File: src/rtl/vu_level_tracker_if.sv
// Sample/level bus between the UART receive path and the VU bar renderer.
// master drives samples and frame ticks, slave (the tracker) returns the bar state.
interface vu_level_tracker_if #(
  parameter int NUM_SEGS = 8
);
  logic [7:0]          rx_data;
  logic                rx_valid;
  logic                tick;
  logic [7:0]          level;
  logic [7:0]          peak;
  logic [NUM_SEGS-1:0] segs;
  logic                peak_stb;

  modport master (
    output rx_data, rx_valid, tick,
    input  level, peak, segs, peak_stb
  );

  modport slave (
    input  rx_data, rx_valid, tick,
    output level, peak, segs, peak_stb
  );
endinterface

File: src/rtl/vu_level_tracker.sv
// VU bar level / peak-hold / thermometer tracker; VU_SIGNED_INPUT_EN selects signed-sample input.
// All outputs registered, 1-cycle latency; no backpressure, every rx_valid and tick is consumed.
module vu_level_tracker #(
  parameter int DECAY_STEP = 4,
  parameter int PEAK_STEP  = 2,
  parameter int HOLD_TICKS = 30,
  parameter int NUM_SEGS   = 8
) (
  input  logic               clk,
  input  logic               rst,
  vu_level_tracker_if.slave  bus
);
  localparam logic [7:0] DSTEP     = 8'(DECAY_STEP);
  localparam logic [7:0] PSTEP     = 8'(PEAK_STEP);
  localparam logic [7:0] HOLD_INIT = 8'(HOLD_TICKS);
  localparam int         SEG_W     = 256 / NUM_SEGS;

  typedef enum logic [1:0] {IDLE, HOLD, FALL} pstate_t;

  pstate_t             state;
  logic [7:0]          level_q;
  logic [7:0]          peak_q;
  logic [7:0]          hold_cnt;
  logic [NUM_SEGS-1:0] segs_q;
  logic                stb_q;

  logic [7:0]          samp;
  logic [7:0]          decayed;
  logic [7:0]          level_next;
  logic [7:0]          peak_dec;
  logic [7:0]          peak_fall;
  logic [NUM_SEGS-1:0] segs_next;
  logic                capture;

`ifdef VU_SIGNED_INPUT_EN
  logic [7:0] mag;
  logic [6:0] mag_sat;

  // 0x80 has magnitude 128, which clamps to 127 so full-scale maps to 0xFE
  always_comb begin
    mag     = bus.rx_data[7] ? ((~bus.rx_data) + 8'd1) : bus.rx_data;
    mag_sat = mag[7] ? 7'h7F : mag[6:0];
    samp    = bus.rx_valid ? {mag_sat, 1'b0} : 8'd0;
  end
`else
  always_comb begin
    samp = bus.rx_valid ? bus.rx_data : 8'd0;
  end
`endif

  always_comb begin
    decayed = level_q;
    if (bus.tick) begin
      decayed = (level_q > DSTEP) ? (level_q - DSTEP) : 8'd0;
    end
    level_next = (decayed > samp) ? decayed : samp;

    capture   = bus.rx_valid && (samp >= peak_q) && (samp != 8'd0);
    peak_dec  = (peak_q > PSTEP) ? (peak_q - PSTEP) : 8'd0;
    peak_fall = (peak_dec > level_next) ? peak_dec : level_next;

    segs_next = '0;
    for (int i = 0; i < NUM_SEGS; i++) begin
      segs_next[i] = ({1'b0, level_next} > 9'(i * SEG_W));
    end
  end

  always_ff @(posedge clk or posedge rst) begin
    if (rst) begin
      state    <= IDLE;
      level_q  <= 8'd0;
      peak_q   <= 8'd0;
      hold_cnt <= 8'd0;
      segs_q   <= '0;
      stb_q    <= 1'b0;
    end else begin
      level_q <= level_next;
      segs_q  <= segs_next;
      stb_q   <= capture;
      // A capture overrides whatever the tick would have done this cycle
      if (capture) begin
        peak_q   <= samp;
        hold_cnt <= HOLD_INIT;
        state    <= HOLD;
      end else begin
        case (state)
          IDLE: peak_q <= level_next;
          HOLD: begin
            if (bus.tick) begin
              if (hold_cnt == 8'd1) begin
                hold_cnt <= 8'd0;
                state    <= FALL;
              end else begin
                hold_cnt <= hold_cnt - 8'd1;
              end
            end
          end
          FALL: begin
            if (bus.tick) begin
              peak_q <= peak_fall;
              if ((peak_fall == level_next) && (level_next == 8'd0)) begin
                state <= IDLE;
              end
            end
          end
          default: state <= IDLE;
        endcase
      end
    end
  end

  assign bus.level    = level_q;
  assign bus.peak     = peak_q;
  assign bus.segs     = segs_q;
  assign bus.peak_stb = stb_q;
endmodule

File: src/flat_wrapper.sv
// flat-port wrapper written by rule: the top's interface ports become plain ports
module vu_level_tracker_flat 
#(
  parameter int DECAY_STEP = 4,
  parameter int PEAK_STEP  = 2,
  parameter int HOLD_TICKS = 30,
  parameter int NUM_SEGS   = 8
)
  (clk, rst, bus_rx_data, bus_rx_valid, bus_tick, bus_level, bus_peak, bus_segs, bus_peak_stb);
  vu_level_tracker_if #(.NUM_SEGS(NUM_SEGS)) bus_i ();
  input  logic clk;
  input  logic rst;
  input wire logic [$bits(bus_i.rx_data)-1:0] bus_rx_data;
  input wire logic [$bits(bus_i.rx_valid)-1:0] bus_rx_valid;
  input wire logic [$bits(bus_i.tick)-1:0] bus_tick;
  output wire logic [$bits(bus_i.level)-1:0] bus_level;
  output wire logic [$bits(bus_i.peak)-1:0] bus_peak;
  output wire logic [$bits(bus_i.segs)-1:0] bus_segs;
  output wire logic [$bits(bus_i.peak_stb)-1:0] bus_peak_stb;
  assign bus_i.rx_data = bus_rx_data;
  assign bus_i.rx_valid = bus_rx_valid;
  assign bus_i.tick = bus_tick;
  assign bus_level = bus_i.level;
  assign bus_peak = bus_i.peak;
  assign bus_segs = bus_i.segs;
  assign bus_peak_stb = bus_i.peak_stb;
  vu_level_tracker #(.DECAY_STEP(DECAY_STEP), .PEAK_STEP(PEAK_STEP), .HOLD_TICKS(HOLD_TICKS), .NUM_SEGS(NUM_SEGS)) u_core (.clk(clk), .rst(rst), .bus(bus_i));
endmodule
File: config.mk
export PLATFORM = sky130hd
export DESIGN_NAME = vu_level_tracker_flat
export DESIGN_NICKNAME = d
export VERILOG_FILES = /design/src/rtl/vu_level_tracker_if.sv /design/src/rtl/vu_level_tracker.sv /design/src/flat_wrapper.sv
export SDC_FILE = /design/constraint.sdc
export NUM_CORES = 1
export LEC_CHECK = 0
export ABC_AREA = 1
export ABC_CLOCK_PERIOD_IN_PS = 6100
export BUFFER_PORTS_ARGS = -buffer_cell sky130_fd_sc_hd__buf_4
export CORE_ASPECT_RATIO = 0.9
export CORE_MARGIN = 4
export CORE_UTILIZATION = 64
export DETAILED_ROUTE_END_ITERATION = 10
export PLACE_DENSITY = 0.91
export REMOVE_ABC_BUFFERS = 1
export SYNTH_ARGS = -nofsm -noshare
export SYNTH_HDL_FRONTEND = slang
export SYNTH_SLANG_ARGS = --single-unit
File: constraint.sdc
create_clock -name clk -period 6.1 [get_ports clk]
set_input_delay 0.915 -clock clk [delete_from_list [all_inputs] [get_ports clk]]
set_output_delay 0.915 -clock clk [all_outputs]
set_load 0.02 [all_outputs]
* Word-level counts from Yosys, hierarchy flattened
Index checks and enable logic that the tools add are counted.
Storage, ports and cells: bits in registers 35, input port bits 12, word-level logic and storage cells 62
Cells by class: add/sub/neg operators 3, $lt $le $gt $ge 13, equal/unequal tests 9, muxes and demuxes 19, reduce and logical (&&, ||, !) cells 12
Operators by type and width (count):
- 8-bit 2-to-1 mux | 12
- 8-bit greater-than comparator, second input constant | 4
- 8-bit by 7-bit greater-than comparator with 1-bit output, second input constant | 2
- 8-bit greater-than comparator | 2
- 8-bit one-hot mux with 2 select lines | 1
- 2-bit 2-to-1 mux | 5
- 8-bit by 1-bit == test with 1-bit output, second input constant | 1
- 8-bit == test | 1
- 8-bit greater-or-equal comparator | 1
- 8-bit by 1-bit greater-than comparator with 1-bit output, second input constant | 1
- 8-bit by 2-bit greater-than comparator with 1-bit output, second input constant | 1
- 8-bit by 3-bit greater-than comparator with 1-bit output, second input constant | 1
- 8-bit by 6-bit greater-than comparator with 1-bit output, second input constant | 1
- 8-bit zero test | 1
- 8-bit nonzero test | 1
- 8-bit by 1-bit subtractor with 8-bit output, second input constant | 1
- 8-bit by 2-bit subtractor with 8-bit output, second input constant | 1
- 8-bit by 3-bit subtractor with 8-bit output, second input constant | 1
- 3-bit by 1-bit != test with 1-bit output, second input constant | 2
- 3-bit by 2-bit != test with 1-bit output, second input constant | 2
- 2-bit one-hot mux with 3 select lines | 1
- 5-bit AND reduction | 1
- 2-bit AND reduction | 2
- 2-bit nonzero test | 2
- 6 further kinds | 8

* Depth between registers and ports, before layout
Gate-level depths: netlist (run 1).
depth after elaboration 13, gate-level depth with buffers 37

* Least setup slack after synthesis (run 1)
No wires, ideal clock.
kind in2reg, start in bus_tick, end reg u_core.state[0], data arrival time 4022 ps, path slack 1949 ps, stages on the path 33, buffers on the path 1, path through inv_2 > nor2_4 > nand2_2 > nor2_2 > nand2_1 > nand3_1 > inv_1 > ha_1 > a21o_1 > nor2_1 > nand2_4 > nand2_4 > nand2_1 > nand2_1 > inv_1 > ha_1 > nand2_1 > nand2_1 > nand2_1 > nand2_1 > nand2_1 > nand2_1 > nand2_1 > buf_2 > nor2_1 > a21oi_1 > nand2_1 > nor2_1 > nand3_1 > nand2_1 > nand2_1 > nand2_1 > nand2_1
On the way: cells in the longest elaborated chain, start to end 9, elaborated cells between the ends (all ways) 12, those cells by class order compare (2); eq/ne (4); mux (3); reduce/logical (3)
RTL lines:
- start: declaration | line flat_wrapper.sv:15 | input wire logic [$bits(bus_i.tick)-1:0] bus_tick;
- 8-bit 2-to-1 mux * | line vu_level_tracker.sv:53 | if (bus.tick) begin
- 8-bit greater-than comparator | line vu_level_tracker.sv:56 | level_next = (decayed > samp) ? decayed : samp;
- 8-bit 2-to-1 mux * | line vu_level_tracker.sv:56
- net u_core.level_next[1] | line vu_level_tracker.sv:29 | logic [7:0] level_next;
- 8-bit greater-than comparator | line vu_level_tracker.sv:60 | peak_fall = (peak_dec > level_next) ? peak_dec : level_next;
- 8-bit 2-to-1 mux | line vu_level_tracker.sv:60
- 8-bit == test | line vu_level_tracker.sv:101 | if ((peak_fall == level_next) && (level_next == 8'd0)) begin
- 1-bit logical AND * | line vu_level_tracker.sv:101
- 3-bit by 1-bit != test with 1-bit output (no line) *
- 5-bit AND reduction (no line) *
- end signal: assignment | line vu_level_tracker.sv:92 | state <= FALL;
- end signal: assignment | line vu_level_tracker.sv:102 | state <= IDLE;
- end signal: assignment | line vu_level_tracker.sv:106 | default: state <= IDLE;
- end: declaration | line vu_level_tracker.sv:20 | pstate_t state;
The timed path passes the listed nets; every way through them passes the cells marked *. A chain may end at the register's enable or synchronous reset.

* Worst setup path after layout (run 1)
start reg u_core.level_q[2] (netlist: u_core.bus.level[2]), end reg u_core.state[1]
On the way: cells in the longest elaborated chain, start to end 11, elaborated cells between the ends (all ways) 13, those cells by class add/sub (1); order compare (3); eq/ne (2); mux (4); reduce/logical (3)
RTL lines:
- start: declaration | line vu_level_tracker.sv:21 | logic [7:0] level_q;
- start signal: assignment | line vu_level_tracker.sv:77 | level_q <= level_next;
- 8-bit by 3-bit subtractor with 8-bit output / 8-bit by 3-bit greater-than comparator with 1-bit output (equally long branches) | line vu_level_tracker.sv:54 | decayed = (level_q > DSTEP) ? (level_q - DSTEP) : 8'd0;
- 8-bit 2-to-1 mux | line vu_level_tracker.sv:54
- 8-bit 2-to-1 mux * | line vu_level_tracker.sv:53
- 8-bit greater-than comparator | line vu_level_tracker.sv:56
- 8-bit 2-to-1 mux * | line vu_level_tracker.sv:56
- net u_core.level_next[3] | line vu_level_tracker.sv:29
- 8-bit greater-than comparator | line vu_level_tracker.sv:60
- 8-bit 2-to-1 mux | line vu_level_tracker.sv:60
- 8-bit == test | line vu_level_tracker.sv:101
- 1-bit logical AND * | line vu_level_tracker.sv:101
- 3-bit by 1-bit != test with 1-bit output (no line) *
- 5-bit AND reduction (no line) *
Marked as above.

==> impl_metrics.toml, run 1 <==
[min_path]
hp-start = "u_core.state[0]"
hold_path_class = "reg2reg"
hold_end = "u_core.state[0]"
hold_depth = 2

[clock_network]
hold_buffers = 0
htree_levels = 2
cts_made_buffers = 5
clockBufferDepth = 2
cts_setup_buffers = 0
root_buffer = "clkbuf_8"
path_clk_slew_ps = 80
cts_tree = "yes"
cts.sinks = 35
clock_latency_ps = 290
cts-resized-gates = 0

[worst_setup_path]
r2r_start = "u_core.bus.level[2]"
cp-start-kind = "flop"
cp_max_fo = 17
cp.arrival_ps = 4930
rrSetupSlack_ps = 1350
r2r_end = "u_core.state[1]"
critPathKind = "reg2reg"
max_stage_delay_ps = 470
cp_common_cell = "nand2_1"
rr_worst_depth = 33
slowest_stage = "dfrtp_1"
critPathRequiredTime_ps = 6280
cp-end-kind = "flop"

[logic_synthesis]
postSynth.asyncResetShare = 1.00
yosys_warnings = 0
ys_ff_latch = 35
yosysTopAreaCellShare = 0.292
synth_ff_type = "dfrtp_1"
yosys.area.top_type = "dfrtp_1"
synth.area.top_cells = "dfrtp_1 (29%), nand2_1 (13%), ha_1 (12%), inv_1 (8.5%), nor2_1 (6.1%)"
synth_area_per_cell_sq_um = 6.75
ys_seq_area_frac = 0.292
synthCells = 445
syn-cell-area_sq_um = 3000
synth-edff-count = 0
ys_types = 32

[floorplan]
dieArea_sq_um = 5850
core_area_sq_um = 4490
die_h_um = 73.0
io_pins = 37
initial_core_util = 0.669
num_rows = 23
die_w_um = 80.2

[grt]
antenna_found_initial = 0
grt_max_degree = 36
grt_usage = 0.295
grt_overflow = 0
grt_pass1_wl_um = 13400
grt_pass1_vias = 2958

[routing]
post-route-drc-count = 0
num_vias = 3172
ant_nets = 0
via_per_inst = 5.81
drtIter0Drc = 305
wl_per_cell_um = 14.5
drt-pass1-iter-count = 5
wl_um = 7910

[final_layout]
syn2layout_area_growth_pct = 14.9
diodes = 0
final_util = 0.768
mostFrequentLayoutCell = "nand2_1"
fin_nets = 524
drive_gt1_frac = 0.163
final_cell_mix = "nand2_1 (107), inv_1 (68), nor2_1 (49)"

[placed_design]
hpwl_um = 6100
gp_congestion = 0.957
io_buffers = 36

[timing]
worst_slew_pin_slew_ps = 782
grt_setup_unrepaired = "false"
slew_violations = 0
fmax_ghz = 0.211
hold_viol_final = 0
post-route-period-util = 0.778
setup_violations = 0
fin_crit_ps = 4750
setup-tns-final_ps = 0
fin_skew_ps = 8.99
slew_headroom = 0.478

[outcome]
status = "completed"

[flow_run]
maxCapViolCount = 0
## layer usage
layer,global-route usage,up-vias,wire length [um]
met1,0.393,1477,3300
met2,0.472,165,3660
met4,0.0919,0,178
li1,-,1510,-
met5,0,-,0
met3,0.0765,20,771
## worst max path at each step
stage / depth (start not counted) / slack (ps) / start / end
after floorplan: 34 / 1910 / bus_tick / u_core.state[0]
after global placement: 33 / 1410 / bus_tick / u_core.state[0]
after detailed placement: 33 / 1260 / bus_tick / u_core.state[0]
after CTS: 33 / 1470 / u_core.bus.level[2] / u_core.state[1]
after global routing: 33 / 890 / u_core.bus.level[2] / u_core.state[0]
final: 33 / 1350 / u_core.bus.level[2] / u_core.state[1]
## logic make-up after synthesis
| logic type | share of synthesized area |
|---|---|
| XOR/XNOR | 0.00875 |
| AO/OA/AOI/OAI | 0.127 |
| buffers and inverters | 0.105 |
| flip-flops | 0.292 |
| AND/OR/NAND/NOR | 0.347 |
| adder cells (fa/ha/maj) | 0.121 |
## cell type report
class / instances / area, sq um
Clock inverter: 2 / 35.0
Inverter: 76 / 288
Timing Repair Buffer: 37 / 278
Clock buffer: 6 / 82.6
Multi-Input combinational cell: 328 / 1810
Sequential cell: 35 / 876
Tap cell: 62 / 77.6
Fill cell: 337 / 1040
## worst max-delay path, delay by kind of cell (launching register included)
family / cells / cell delay [ps]
AND/OR/NAND/NOR: 25 / 2860
adder cells (fa/ha/maj): 3 / 850
flip-flops: 1 / 470
buffers and inverters: 4 / 290
AO/OA/AOI/OAI: 1 / 160
## synthesized netlist by cell type, types with 3 or more instances
| library cell | n |
|---|---|
| ha_1 | 29 |
| nand2_1 | 107 |
| a21oi_1 | 30 |
| clkbuf_1 | 3 |
| o21ai_0 | 25 |
| buf_2 | 3 |
| xor2_1 | 3 |
| nor2_2 | 4 |
| nor2_4 | 3 |
| inv_1 | 68 |
| dfrtp_1 | 35 |
| nand3_1 | 36 |
| nand4_1 | 7 |
| nand2_4 | 3 |
| inv_2 | 7 |
| nor2_1 | 49 |
| nand3_2 | 3 |
| nand2_2 | 7 |
| nor3_1 | 6 |
## sequential cells by signal, indices dropped and copies added, names as in the netlist
| register | cells |
|---|---|
| u_core.bus.level | 8 |
| u_core.bus.peak | 8 |
| u_core.bus.segs | 8 |
| u_core.hold_cnt | 8 |
| u_core.state | 2 |
| u_core.bus.peak_stb | 1 |
## through the flow
step / setup WS [ps] / instance area (sq um) / std cells / hold slack, ps
floorplan: 1910 / 2980 / 439 / 463
global placement: 1410 / 3330 / 538 / 484
detailed placement: 1260 / 3330 / 538 / 493
CTS: 1470 / 3450 / 546 / 512
global route: 891 / 3450 / 546 / 554
finish: 1350 / 3450 / 546 / 511
Power of run 1 is left out: the tool's default activity adds up to more than one toggle a clock period on the data nets, which glitch-free logic cannot reach.
==> run 2, diff against run 1 <==
--- a/config.mk
+++ b/config.mk
@@ -6,13 +6,13 @@
 export NUM_CORES = 1
 export LEC_CHECK = 0
 export ABC_AREA = 1
-export ABC_CLOCK_PERIOD_IN_PS = 6100
+export ABC_CLOCK_PERIOD_IN_PS = 4800
 export BUFFER_PORTS_ARGS = -buffer_cell sky130_fd_sc_hd__buf_4
 export CORE_ASPECT_RATIO = 0.9
 export CORE_MARGIN = 4
-export CORE_UTILIZATION = 64
+export CORE_UTILIZATION = 59
 export DETAILED_ROUTE_END_ITERATION = 10
-export PLACE_DENSITY = 0.91
+export PLACE_DENSITY = 0.85
 export REMOVE_ABC_BUFFERS = 1
 export SYNTH_ARGS = -nofsm -noshare
 export SYNTH_HDL_FRONTEND = slang
==> constraint.sdc (replaced) <==
create_clock -name clk -period 4.8 [get_ports clk]
set_input_delay 0.72 -clock clk [delete_from_list [all_inputs] [get_ports clk]]
set_output_delay 0.72 -clock clk [all_outputs]
set_load 0.02 [all_outputs]
==> run 2 against run 1 <==
Routed wire length grew 2.5%; critical path type unchanged; design area about the same; worst hold slack lost 2.6 ps.
==> impl_metrics.toml, run 2 (synthesized netlist as in run 1, its figures left out) <==
[outcome]
status = "completed"

[timing]
worst_slew_pin_slew_ps = 685
grt_setup_unrepaired = "false"
hold_viol_final = 0
layout_setup_ws_ps = 401
fin_crit_ps = 4400
hold_slack_ps = 508
setup-tns-final_ps = 0
fmax_ghz = 0.227
post-route-period-util = 0.916
setup_violations = 0
slew_violations = 0
fin_skew_ps = 7.62
slew_headroom = 0.544

[grt]
antenna_found_initial = 0
grt_usage = 0.263
grt_pass1_vias = 2747
grt_pass1_wl_um = 13100
grt_overflow = 0
grt_max_degree = 36

[placed_design]
dp_cells = 544
place_ws_ps = 190
io_buffers = 36
hpwl_um = 6320
gp_congestion = 0.929

[final_layout]
stdcell_count = 552
mostFrequentLayoutCell = "nand2_1"
fin_nets = 527
diodes = 0
drive_gt1_frac = 0.172
syn2layout_area_growth_pct = 14.8
final_cell_mix = "nand2_1 (106), inv_1 (68), nor2_1 (48)"

[floorplan]
die_h_um = 75.7
core_area_sq_um = 4890
num_rows = 24
die_w_um = 83.2
initial_core_util = 0.613
io_pins = 37
dieArea_sq_um = 6300

[flow_run]
maxCapViolCount = 0

[worst_setup_path]
max_stage_delay_ps = 450
cp-start-kind = "flop"
r2r_start = "u_core.bus.level[2]"
cp-end-kind = "flop"
cp-startpoint = "u_core.bus.level[2]"
cp_common_cell = "nand2_1"
slowest_stage = "dfrtp_1"
critPathRequiredTime_ps = 4970
cp.arrival_ps = 4570
cp_max_fo = 17
critPathKind = "reg2reg"

[routing]
wl_um = 8110
wl_per_cell_um = 14.7
num_vias = 3043
drtIter0Drc = 217
ant_nets = 0
post-route-drc-count = 0
drt-pass1-iter-count = 5
via_per_inst = 5.51

[min_path]
hold_path_class = "reg2reg"
hp-start = "u_core.state[0]"

[clock_network]
clockBufferDepth = 2
root_buffer = "clkbuf_8"
cts_made_buffers = 5
path_clk_slew_ps = 70
htree_levels = 2
clock_latency_ps = 290
cts_tree = "yes"
cts.sinks = 35
==> run 2: area by class of cell <==
cell class | count | area [sq um]
clock buffers | 5 | 68.8
clock inverters | 3 | 15.0
fillers | 406 | 1450
inverters | 76 | 288
multi-input cells | 328 | 1820
flip-flops and latches | 35 | 876
well taps | 65 | 81.3
repair buffers | 40 | 300
==> run 2: per-stage QoR <==
stage / cell area (sq um) / util
global placement: 3360 / 0.686
floorplan: 2980 / -
global route: 3450 / 0.704
detailed placement: 3360 / 0.686
CTS: 3440 / 0.703
finish: 3450 / 0.704
==> run 2: repair_timing <==
| item | 4_1_cts | 5_1_grt |
|---|---|---|
| resized for setup | 0 | 2 |
| endpoints found under the setup margin | 0 | 5 |
| buffers inserted | 0 | 0 |
| hold buffers | 0 | 0 |
==> run 2: path summary, 6_finish.rpt <==
check	to	slack, ps	cells past startpoint
worst max register to register	u_core.state[0]	400	34
worst min-delay path	u_core.state[0]	510	2
worst min register to register	u_core.state[0]	510	2
worst max-delay path	u_core.state[0]	400	34
max in group asynchronous	u_core.bus.level[0]	3950	3
min in group asynchronous	u_core.bus.segs[5]	530	3
==> run 2: routing by layer <==
| layer | routed length [um] | GRT usage | share of wire |
|---|---|---|---|
| met1 | 3670 | 0.346 | 0.45 |
| met2 | 3650 | 0.441 | 0.45 |
| met3 | 593 | 0.0541 | 0.073 |
| met4 | 195 | 0.0871 | 0.024 |
| met5 | 0 | 0 | 0 |
==> run 2: critical path: cells and delay by family (launching register included) <==
| kind | cells | cell delay, ps |
|---|---|---|
| AND/OR/NAND/NOR | 26 | 2560 |
| adder cells (fa/ha/maj) | 3 | 790 |
| flip-flops | 1 | 450 |
| buffers and inverters | 4 | 280 |
| AO/OA/AOI/OAI | 1 | 200 |
Power of run 2 is left out for the same reason.
==> run 3, diff against run 2 <==
--- a/config.mk
+++ b/config.mk
@@ -6,7 +6,7 @@
 export NUM_CORES = 1
 export LEC_CHECK = 0
 export ABC_AREA = 1
-export ABC_CLOCK_PERIOD_IN_PS = 4800
+export ABC_CLOCK_PERIOD_IN_PS = 4100
 export BUFFER_PORTS_ARGS = -buffer_cell sky130_fd_sc_hd__buf_4
 export CORE_ASPECT_RATIO = 0.9
 export CORE_MARGIN = 4
==> constraint.sdc (replaced) <==
create_clock -name clk -period 4.1 [get_ports clk]
set_input_delay 0.615 -clock clk [delete_from_list [all_inputs] [get_ports clk]]
set_output_delay 0.615 -clock clk [all_outputs]
set_load 0.02 [all_outputs]
==> run 3 against run 2 <==
The flow now finishes with violations (negative setup slack); critical path depth is 2 lower; first-iteration DRC count is 21% higher; core utilization is 9.6 points higher; sequential share of layout area is 3.0 points lower; die area stayed put; count of clock-buffer cells in the layout is 1 higher; critical endpoint is now u_core.bus.peak[1].
==> impl_metrics.toml, run 3 (synthesized netlist as in run 1, its figures left out) <==
[min_path]
hold_path_class = "in2async"

[final_layout]
final_util = 0.800
diodes = 0
fin_nets = 555
syn2layout_area_growth_pct = 30.5
final_cell_mix = "nand2_1 (92), buf_4 (63), inv_1 (62)"
mostFrequentLayoutCell = "nand2_1"
drive_gt1_frac = 0.302

[floorplan]
core_area_sq_um = 4890
initial_core_util = 0.613
die_h_um = 75.7
die_w_um = 83.2
dieArea_sq_um = 6300
io_pins = 37
num_rows = 24

[routing]
ant_nets = 0
via_per_inst = 5.73
drtIter0Drc = 263
post-route-drc-count = 0
num_vias = 3320
wl_um = 9480
drt-pass1-iter-count = 6
wl_per_cell_um = 16.4

[worst_setup_path]
cp-end-kind = "flop"
max_stage_delay_ps = 400
cp_common_cell = "nand2_1"
critPathRequiredTime_ps = 4250
r2r_end = "u_core.bus.peak[1]"
rr_worst_depth = 32
rrSetupSlack_ps = -20
cp.arrival_ps = 4270
critPathKind = "reg2reg"
cp_max_fo = 6
cp-start-kind = "flop"
r2r_start = "u_core.bus.level[3]"
slowest_stage = "dfrtp_1"

[placed_design]
gp_congestion = 0.972
hpwl_um = 6420
io_buffers = 36
place_ws_ps = -105

[clock_network]
clock_latency_ps = 290
hold_buffers = 0
cts_made_buffers = 5
clockBufferDepth = 2
cts_tree = "yes"
cts.sinks = 35
root_buffer = "clkbuf_8"
htree_levels = 2
path_clk_slew_ps = 80

[timing]
fmax_ghz = 0.243
layout_setup_ws_ps = -19.4
hold_slack_ps = 416
grt_setup_unrepaired = "true"
worst_slew_pin_slew_ps = 675
fin_skew_ps = 12.0
slew_headroom = 0.550
setup_violations = 3
hold_viol_final = 0
slew_violations = 0
post-route-period-util = 1.00
fin_crit_ps = 4120

[grt]
antenna_found_initial = 0
grt_max_degree = 36
grt_pass1_wl_um = 13300
grt_overflow = 0
grt_usage = 0.266
grt_pass1_vias = 2896

[flow_run]
maxCapViolCount = 0

[outcome]
violations = "negative setup slack"
status = "finished with violations"
## run 3: layout make-up
class                           count  area [sq um]
Clock inverter                      1          5.00
Timing Repair Buffer               65           495
Sequential cell                    35           877
Clock buffer                        6          82.6
Multi-Input combinational cell    331          2090
Tap cell                           65          81.3
Fill cell                         325           977
Inverter                           76           288
## run 3: metrics by stage
step / cells / instance area, sq um / setup TNS, ps
after CTS: 568 / 3580 / 0
after global routing: 579 / 3920 / -2030
after floorplan: 439 / 2980 / 0
after detailed placement: 561 / 3490 / -241
after global placement: 561 / 3490 / -40.5
final: 579 / 3920 / -49.8
## run 3: what timing repair did
action	4_1_cts	5_1_grt
cloned	0	3
gates resized for setup	1	62
pin swaps	0	15
endpoints found under the setup margin	4	10
buffers inserted	0	8
## run 3: how the worst max path moves through the flow
stage	end	cells past startpoint	startpoint	slack, ps
after floorplan	u_core.state[0]	34	u_core.bus.level[2]	40
after global placement	u_core.state[0]	35	bus_tick	-30
after detailed placement	u_core.state[1]	36	bus_tick	-110
after CTS	u_core.state[1]	35	u_core.bus.level[2]	2
after global routing	u_core.state[0]	33	u_core.bus.level[3]	-280
final	u_core.bus.peak[1]	32	u_core.bus.level[3]	-20
## run 3: worst max-delay path, delay by kind of cell (launching register included)
family | cells | cell delay, ps
buffers and inverters | 5 | 530
AOI/OAI and AO/OA | 4 | 550
adders and majority gates | 3 | 770
and+or+nand+nor | 20 | 1730
DFF | 1 | 400
## run 3: layer usage
layer,up-vias,wire length (um),GRT usage,share of wire
li1,1572,-,-,-
met1,1524,3850,0.349,0.41
met2,183,4420,0.449,0.47
met3,41,750,0.0573,0.079
met4,0,461,0.0871,0.049
met5,-,0,0,0
Power of run 3 is left out for the same reason.
